--- src/rtl/fetch_unit.sv ---
// Stage-1 instruction fetch: owns the PC, issues in-order imem requests under a
// credit limit, buffers responses for decode and discards stale ones after redirects.
module fetch_unit #(
  parameter logic [31:0] RESET_PC  = 32'h0000_0000,
  parameter int unsigned BUF_DEPTH = 2
) (
  input  logic        clk,
  input  logic        rst_n,
  output logic        imem_req_valid,
  input  logic        imem_req_ready,
  output logic [31:0] imem_req_addr,
  input  logic        imem_resp_valid,
  input  logic [31:0] imem_resp_data,
  input  logic        redirect_valid,
  input  logic [31:0] redirect_pc,
  input  logic        dec_ready,
  output logic        instr_valid,
  output logic [31:0] instr_out,
  output logic [31:0] instr_addr_out
);

  localparam int unsigned AW = $clog2(BUF_DEPTH);
  localparam int unsigned CW = AW + 1;
  localparam logic [CW:0] DEPTH_W = (CW+1)'(BUF_DEPTH);
  localparam logic [31:0] NOP = 32'h0000_0013;

  typedef enum logic {RUN, DRAIN} state_t;

  state_t            state_q, state_d;
  logic [31:0]       pc_q, pc_d;
  logic [CW-1:0]     outstanding_q, outstanding_d;
  logic [CW-1:0]     drop_q, drop_d;
  logic [CW-1:0]     ib_cnt_q, ib_cnt_d;
  logic [AW-1:0]     ib_rd_q, ib_rd_d, ib_wr_q, ib_wr_d;
  logic [AW-1:0]     af_rd_q, af_rd_d, af_wr_q, af_wr_d;
  logic [31:0]       ib_data_q [BUF_DEPTH];
  logic [31:0]       ib_data_d [BUF_DEPTH];
  logic [31:0]       ib_addr_q [BUF_DEPTH];
  logic [31:0]       ib_addr_d [BUF_DEPTH];
  logic [31:0]       af_addr_q [BUF_DEPTH];
  logic [31:0]       af_addr_d [BUF_DEPTH];

  logic [CW:0]       in_use;
  logic              credits_ok;
  logic              req_fire;
  logic              resp_take;
  logic              resp_keep;
  logic              ib_pop;

  // Stale responses still occupy memory-side slots, so drop counts against credit in DRAIN.
  always_comb begin
    in_use = {1'b0, outstanding_q} + {1'b0, ib_cnt_q};
    if (state_q == DRAIN) begin
      in_use = in_use + {1'b0, drop_q};
    end
    credits_ok = in_use < DEPTH_W;
  end

  assign imem_req_valid = credits_ok & ~redirect_valid & rst_n;
  assign imem_req_addr  = pc_q;
  assign req_fire       = imem_req_valid & imem_req_ready;
  assign resp_take      = imem_resp_valid & ((drop_q != '0) | (outstanding_q != '0));
  assign resp_keep      = resp_take & (drop_q == '0) & ~redirect_valid;
  assign ib_pop         = (ib_cnt_q != '0) & dec_ready & ~redirect_valid;

  always_comb begin
    pc_d          = pc_q;
    outstanding_d = outstanding_q;
    drop_d        = drop_q;
    ib_cnt_d      = ib_cnt_q;
    ib_rd_d       = ib_rd_q;
    ib_wr_d       = ib_wr_q;
    af_rd_d       = af_rd_q;
    af_wr_d       = af_wr_q;
    ib_data_d     = ib_data_q;
    ib_addr_d     = ib_addr_q;
    af_addr_d     = af_addr_q;

    if (resp_take) begin
      af_rd_d = af_rd_q + AW'(1);
    end

    if (redirect_valid) begin
      pc_d          = redirect_pc & ~32'h3;
      outstanding_d = '0;
      drop_d        = drop_q + outstanding_q - CW'(resp_take);
      ib_cnt_d      = '0;
      ib_rd_d       = '0;
      ib_wr_d       = '0;
    end else begin
      if (req_fire) begin
        pc_d               = pc_q + 32'd4;
        af_addr_d[af_wr_q] = pc_q;
        af_wr_d            = af_wr_q + AW'(1);
      end
      if (resp_take && (drop_q != '0)) begin
        drop_d = drop_q - CW'(1);
      end
      if (resp_keep) begin
        ib_data_d[ib_wr_q] = imem_resp_data;
        ib_addr_d[ib_wr_q] = af_addr_q[af_rd_q];
        ib_wr_d            = ib_wr_q + AW'(1);
      end
      if (ib_pop) begin
        ib_rd_d = ib_rd_q + AW'(1);
      end
      outstanding_d = outstanding_q + CW'(req_fire) - CW'(resp_keep);
      ib_cnt_d      = ib_cnt_q + CW'(resp_keep) - CW'(ib_pop);
    end

    state_d = (drop_d != '0) ? DRAIN : RUN;
  end

  always_ff @(posedge clk or negedge rst_n) begin
    if (!rst_n) begin
      state_q       <= RUN;
      pc_q          <= RESET_PC;
      outstanding_q <= '0;
      drop_q        <= '0;
      ib_cnt_q      <= '0;
      ib_rd_q       <= '0;
      ib_wr_q       <= '0;
      af_rd_q       <= '0;
      af_wr_q       <= '0;
      for (int unsigned i = 0; i < BUF_DEPTH; i++) begin
        ib_data_q[i] <= '0;
        ib_addr_q[i] <= '0;
        af_addr_q[i] <= '0;
      end
    end else begin
      state_q       <= state_d;
      pc_q          <= pc_d;
      outstanding_q <= outstanding_d;
      drop_q        <= drop_d;
      ib_cnt_q      <= ib_cnt_d;
      ib_rd_q       <= ib_rd_d;
      ib_wr_q       <= ib_wr_d;
      af_rd_q       <= af_rd_d;
      af_wr_q       <= af_wr_d;
      ib_data_q     <= ib_data_d;
      ib_addr_q     <= ib_addr_d;
      af_addr_q     <= af_addr_d;
    end
  end

  assign instr_valid    = (ib_cnt_q != '0);
  assign instr_out      = instr_valid ? ib_data_q[ib_rd_q] : NOP;
  assign instr_addr_out = instr_valid ? ib_addr_q[ib_rd_q] : '0;

endmodule

--- config.mk ---
export PLATFORM = sky130hd
export DESIGN_NAME = fetch_unit
export DESIGN_NICKNAME = d
export VERILOG_FILES = /design/src/rtl/fetch_unit.sv
export SDC_FILE = /design/constraint.sdc
export NUM_CORES = 1
export LEC_CHECK = 0
export ABC_AREA = 0
export CORE_UTILIZATION = 40
export DETAILED_ROUTE_END_ITERATION = 6
export SKIP_LAST_GASP = 1
export SYNTH_ARGS = -nofsm -noshare
export SYNTH_HDL_FRONTEND = slang
export SYNTH_SLANG_ARGS = --single-unit
--- constraint.sdc ---
create_clock -name clk -period 4.2 [get_ports clk]
set_input_delay 0.84 -clock clk [delete_from_list [all_inputs] [get_ports clk]]
set_output_delay 0.84 -clock clk [all_outputs]
set_load 0.02 [all_outputs]
# Word level (Yosys, flattened, before mapping)
# Index checks and enable logic that the tools add are counted.
totals:
  register_bits: 235
  in_bits: 70
  output_inout_bits: 98
classes:
  n_addsub: 14
  order_cmp: 7
  muxes: 30
  bitwise_logic: 14
  reduce_logical: 13
ops:
  columns: ["cell", "count"]
  rows:
  - ["2-to-1 mux 32 bit", 15]
  - ["bitwise mux 64 bit", 3]
  - ["demux 32 bit (select 1 bit)", 2]
  - ["adder 32 x 3 -> 32 bit, second input constant", 1]
  - ["nonzero test 2 bit", 7]
  - ["bitwise AND 1 bit", 8]
  - [">= comparator 2 bit, second input constant", 4]
  - ["2-to-1 mux 2 bit", 4]
  - ["NOT 1 -> 2 bit", 4]
  - ["subtractor 2 x 1 -> 2 bit", 3]
  - ["2-to-1 mux 1 bit", 5]
  - ["adder 1 bit, second input constant", 4]
  - ["adder 2 x 1 -> 2 bit", 2]
  - ["< comparator 2 x 1 -> 1 bit, second input constant", 2]
  - ["AND reduction 2 bit", 2]
  - ["adder 2 x 2 -> 3 bit", 1]
  - ["adder 3 x 2 -> 3 bit", 1]
  - ["logical AND 1 bit", 3]
  - ["< comparator 3 x 2 -> 1 bit, second input constant", 1]
  - ["2-to-1 mux 3 bit", 1]
  - ["adder 2 bit", 1]
  - ["logical NOT 2 bit", 1]
  - ["subtractor 2 x 1 -> 2 bit, second input constant", 1]
  - ["NOT 1 bit", 1]
  - ["OR 1 bit", 1]

# Depth between registers and ports, before layout
depth:
  depth_word: 10
  mapped_depth: 16
  depth_no_buf: 15

# Worst setup path after synthesis
# Ideal clock, no wire load.
synth_path:
  kind: "flip-flop to flip-flop"
  start: "reg outstanding_q[0]"
  end: "reg outstanding_q[1]"
  setup_time_ns: 0.132
  t_arrival_ns: 3.163
  required_time_ns: 4.068
  slack_ns: 0.905
  path_stages_with_launch: 17
  path_cell_list: "dfrtp_1 -> ha_1 -> inv_1 -> fa_1 -> inv_1 -> fa_1 -> and2_1 -> o21a_1 -> nor3_4 -> inv_2 -> clkbuf_1 -> ha_1 -> inv_1 -> ha_1 -> xnor2_1 -> xnor2_1 -> nor2_1"
synth_via:
  elab_chain_len: 10
  word_cells_on_any_way: 15
  cone_classes: "add/sub (4); order compare (1); mux (2); bitwise (7); reduce/logical (1)"
synth_lines:
  columns: ["item", "line_no", "text"]
  rows:
  - ["start, declared", "31", "logic [CW-1:0] outstanding_q, outstanding_d;"]
  - ["start signal, assigned", "133", "outstanding_q <= outstanding_d;"]
  - ["adder 2 x 2 -> 3 bit", "52", "in_use = {1'b0, outstanding_q} + {1'b0, ib_cnt_q};"]
  - ["adder 3 x 2 -> 3 bit", "54", "in_use = in_use + {1'b0, drop_q};"]
  - ["2-to-1 mux 3 bit", "53", "if (state_q == DRAIN) begin"]
  - ["< comparator 3 x 2 -> 1 bit", "56", "credits_ok = in_use < DEPTH_W;"]
  - ["bitwise AND 1 bit (2 in series)", "59", "assign imem_req_valid = credits_ok & ~redirect_valid & rst_n;"]
  - ["bitwise AND 1 bit", "61", "assign req_fire = imem_req_valid & imem_req_ready;"]
  - ["adder 2 x 1 -> 2 bit", "107", "outstanding_d = outstanding_q + CW'(req_fire) - CW'(resp_keep);"]
  - ["subtractor 2 x 1 -> 2 bit (*)", "107", null]
  - ["2-to-1 mux 2 bit (*)", "83", "if (redirect_valid) begin"]
  - ["net outstanding_d[1]", "31", null]
# Mark *: on every way through the listed nets, which the timed path passes. The rest lies on a longest branch.
# A chain may end at the register's enable or synchronous reset.

# Worst setup path after layout
layout_path:
  start: "reg outstanding_q[0]"
  end: "out imem_req_valid"
layout_via:
  elab_chain_len: 6
layout_lines:
  columns: ["item", "line_no", "text"]
  rows:
  - ["adder 2 x 2 -> 3 bit (*)", "52", null]
  - ["adder 3 x 2 -> 3 bit", "54", null]
  - ["2-to-1 mux 3 bit (*)", "53", null]
  - ["< comparator 3 x 2 -> 1 bit (*)", "56", null]
  - ["bitwise AND 1 bit (*) (2 in series)", "59", null]
  - ["end, declared", "9", "output logic imem_req_valid,"]
# Every way passes the cells marked *; elsewhere a longest branch is shown, timed or not.

==> results.yml <==
clocking:
  numClockSinks: 225
  clk_path_buf_depth: 3
  cts-root-buf: "clkbuf_16"
  htree_levels: 1
  clk_pin_slew_ns: 0.06
  cts_setup_buffers: 0
  cts_made_buffers: 26
  holdBufCountCts: 0
  clkLatencyLatePin_ns: 0.52
  cts_tree: "built"
worst_setup_path:
  worst_ep_required_time_ns: 3.36
  slowest_stage: "fa_1"
  critPathArrivalTime_ns: 3.07
  crit_type: "reg2out"
  rr_startpoint: "outstanding_q[0]"
  startpoint: "outstanding_q[0]"
  rrSetupSlack_ns: 0.76
  slowest_delay_ns: 0.50
  endpoint_kind: "output port"
  crit_chain: "ha_1, inv_1, fa_1, inv_1, fa_1, and2_1, o21a_1, nor2_2, dlygate4sd2_1"
  path_max_fanout: 5
  reg2reg_to: "outstanding_q[1]"
  cp_num_buf_inv: 3
  path_delay_family: "adder cells"
  cp.depth: 9
  worst_setup_path_start_kind: "register"
  r2r_cells: 16
timing:
  rsz0062_at_grt: "no"
  slew_violations: 0
  worstMarginPinSlew_ns: 0.940
  relSlewSlack_pct: 37.3
  fin_crit_ns: 3.91
  setup_tns_ns: 0
  hold_viol_final: 0
  final.period_utilization_pct: 93.1
  fmax_mhz: 256
  setup_viol: 0
  clock-skew-final_ns: 0.0141
logic_synthesis:
  synth_area_leader_cell: "dfrtp_1"
  synthFlopType: "dfrtp_1"
  synth_seq_cells: 225
  seq_area_frac_synth_pct: 53.1
  ys_async_sr_fraction_pct: 100
  syn_area_per_cell_um2: 11.2
  synthesis.instances: 943
  yosys.area.top_type_share_pct: 53.1
  ys_warn_count: 0
  synth_cell_types: 58
  synth_edf_count: 0
  syn_area_um2: 10600
  synth_area_leaders: "dfrtp_1 53%, mux2_2 13%, mux2i_1 8.9%"
floorplan:
  dieArea_um2: 27100
  coreArea_um2: 26100
  die_x_um: 165
  row_count: 59
  ios: 168
  start_util_pct: 40.7
  die_h_um: 165
routing:
  drc: 0
  drt_wl_total_um: 25200
  first_iter_violations: 393
  viasPerCell: 5.23
  ant_nets: 0
  vias: 7544
  wire_per_inst_um: 17.5
  drt_pass1_iterations: 4
pwr:
  powerDensity_nw_per_um2: 547
  leakage_nw: 5.79
  max-vdd-ir-drop_mv: 0.289
finish:
  synthToLayoutAreaGrowth_pct: 26.8
  antenna_cells: 0
  fillers: 2361
  final_nets: 1170
  final_cell_area_um2: 13400
  drive_gt1_share_pct: 17.4
global_route:
  first_global_vias: 7540
  grt_first_pass_wirelength_um: 40600
  gr-total-overflow: 0
  track_usage_pct: 19.1
  antenna_found_initial: 0
  grt_max_degree: 165
worst_hold_path:
  worst_hold_path.endpoint: "af_wr_q"
  hold_class: "reg2reg"
  hp-start: "af_wr_q"
  min_delay_path_depth: 2
place:
  place_hpwl_um: 16600
  dpl_cell_area_um2: 12600
  io_buffers: 161
  place.gp.congestion: 0.848
job:
  cap_violations: 0
status:
  status: "finished clean"
## synthesized netlist by cell type, drive strengths merged, types with 5 or more instances
cell	n
buf	34
clkbuf	29
and3	5
a21oi	64
nand4	7
nor2	140
dfrtp	225
ha	9
o21ai	14
nand3	16
nor3	9
mux2	124
inv	18
xor2	6
xnor2	13
a21o	5
mux2i	94
nand2	45
nor4	9
## repair_timing
action                                  4_1_cts  5_1_grt
gates resized for setup                       1        0
hold endpoints to repair                      0        0
endpoints found under the setup margin        1        0
## area by class of cell
cell class                 count  area [um2]  share of cell area (%)
inverter                      18        67.6                   0.503
sequential                   225        5630                    41.9
tap                          335         419                    3.12
multi-input combinational    640        4660                    34.7
clock buffer                  39         761                    5.66
timing repair buffer         178        1800                    13.4
clock inverter                 8         100                   0.745
## report_power, final
part	switching, mW	internal [mW]
Clock	0.879	1.37
Sequential	0.424	2.83
Combinational	0.881	0.958
## worst max path at each step
stage                  endpoint  slack [ns]
3_5_place_dp     imem_req_valid        0.53
3_3_place_gp     imem_req_valid        0.53
5_1_grt          imem_req_valid        0.12
6_report         imem_req_valid        0.29
4_1_cts          imem_req_valid        0.23
2_1_floorplan  outstanding_q[1]        0.91
## placed cells by master, fill, tap and decap left out, types with 5 or more instances in the layout
master and instances:
dfrtp_1 224, clkdlybuf4s50_1 158, nor2_1 138, mux2_2 124, mux2i_1 94, a21oi_1 64, nand2_1 45, clkbuf_16 27
inv_1 17, nand3_1 16, o21ai_0 14, xnor2_1 13, buf_4 12, ha_1 9, nor4_1 8, clkbuf_1 8
nand4_1 7, nor3_1 7, xor2_1 6, and3_1 5, a21o_1 5, buf_12 5
## tightest hold or removal path, cell delays in order, from the launching register on
cell     delay, ns
dfrtp_1       0.36
nand2_1       0.05
nand2_1       0.06
## layer usage
layer / track usage [%] / vias up / wire length, um
met1: 27.8 / 3696 / 12200
li1: - / 3616 / -
met3: 3.19 / 23 / 1440
met2: 29.6 / 209 / 11300
met5: 0 / - / 0
met4: 4.25 / 0 / 327
## cell families after synthesis
kind of cell | count (synthesis) | synth area share [%]
AOI/OAI and AO/OA | 128 | 7.44
xor gates and xnor gates | 19 | 1.57
adders and majority gates | 11 | 1.44
buffers and inverters | 81 | 3.16
DFF | 225 | 53.1
muxes | 218 | 22.1
other | 1 | 0.0354
and+or+nand+nor | 260 | 11.2
## per-stage QoR
step | worst slack, ns | total power [mW] | cells | util [%] | hold slack [ns]
6_report | 0.289 | 7.35 | 1443 | 51.6 | 0.497
5_1_grt | 0.124 | 7.81 | 1443 | 51.6 | 0.511
4_1_cts | 0.235 | 7.45 | 1443 | 51.6 | 0.506
3_5_place_dp | 0.533 | 5.15 | 1396 | 48.3 | 0.484
3_3_place_gp | 0.525 | 5.08 | 1396 | 48.3 | 0.478
2_1_floorplan | 0.905 | 4.51 | 946 | - | 0.460
## registers in the layout, summed over array words and instances, names as in the netlist
register,count
ib_wr_q,1
ib_rd_q,1
ib_addr_q,60
af_addr_q,60
outstanding_q,2
drop_q,2
af_rd_q,1
state_q,1
af_wr_q,1
imem_req_addr,30
ib_cnt_q,2
ib_data_q,64
Power figures use the tool's default switching activity.
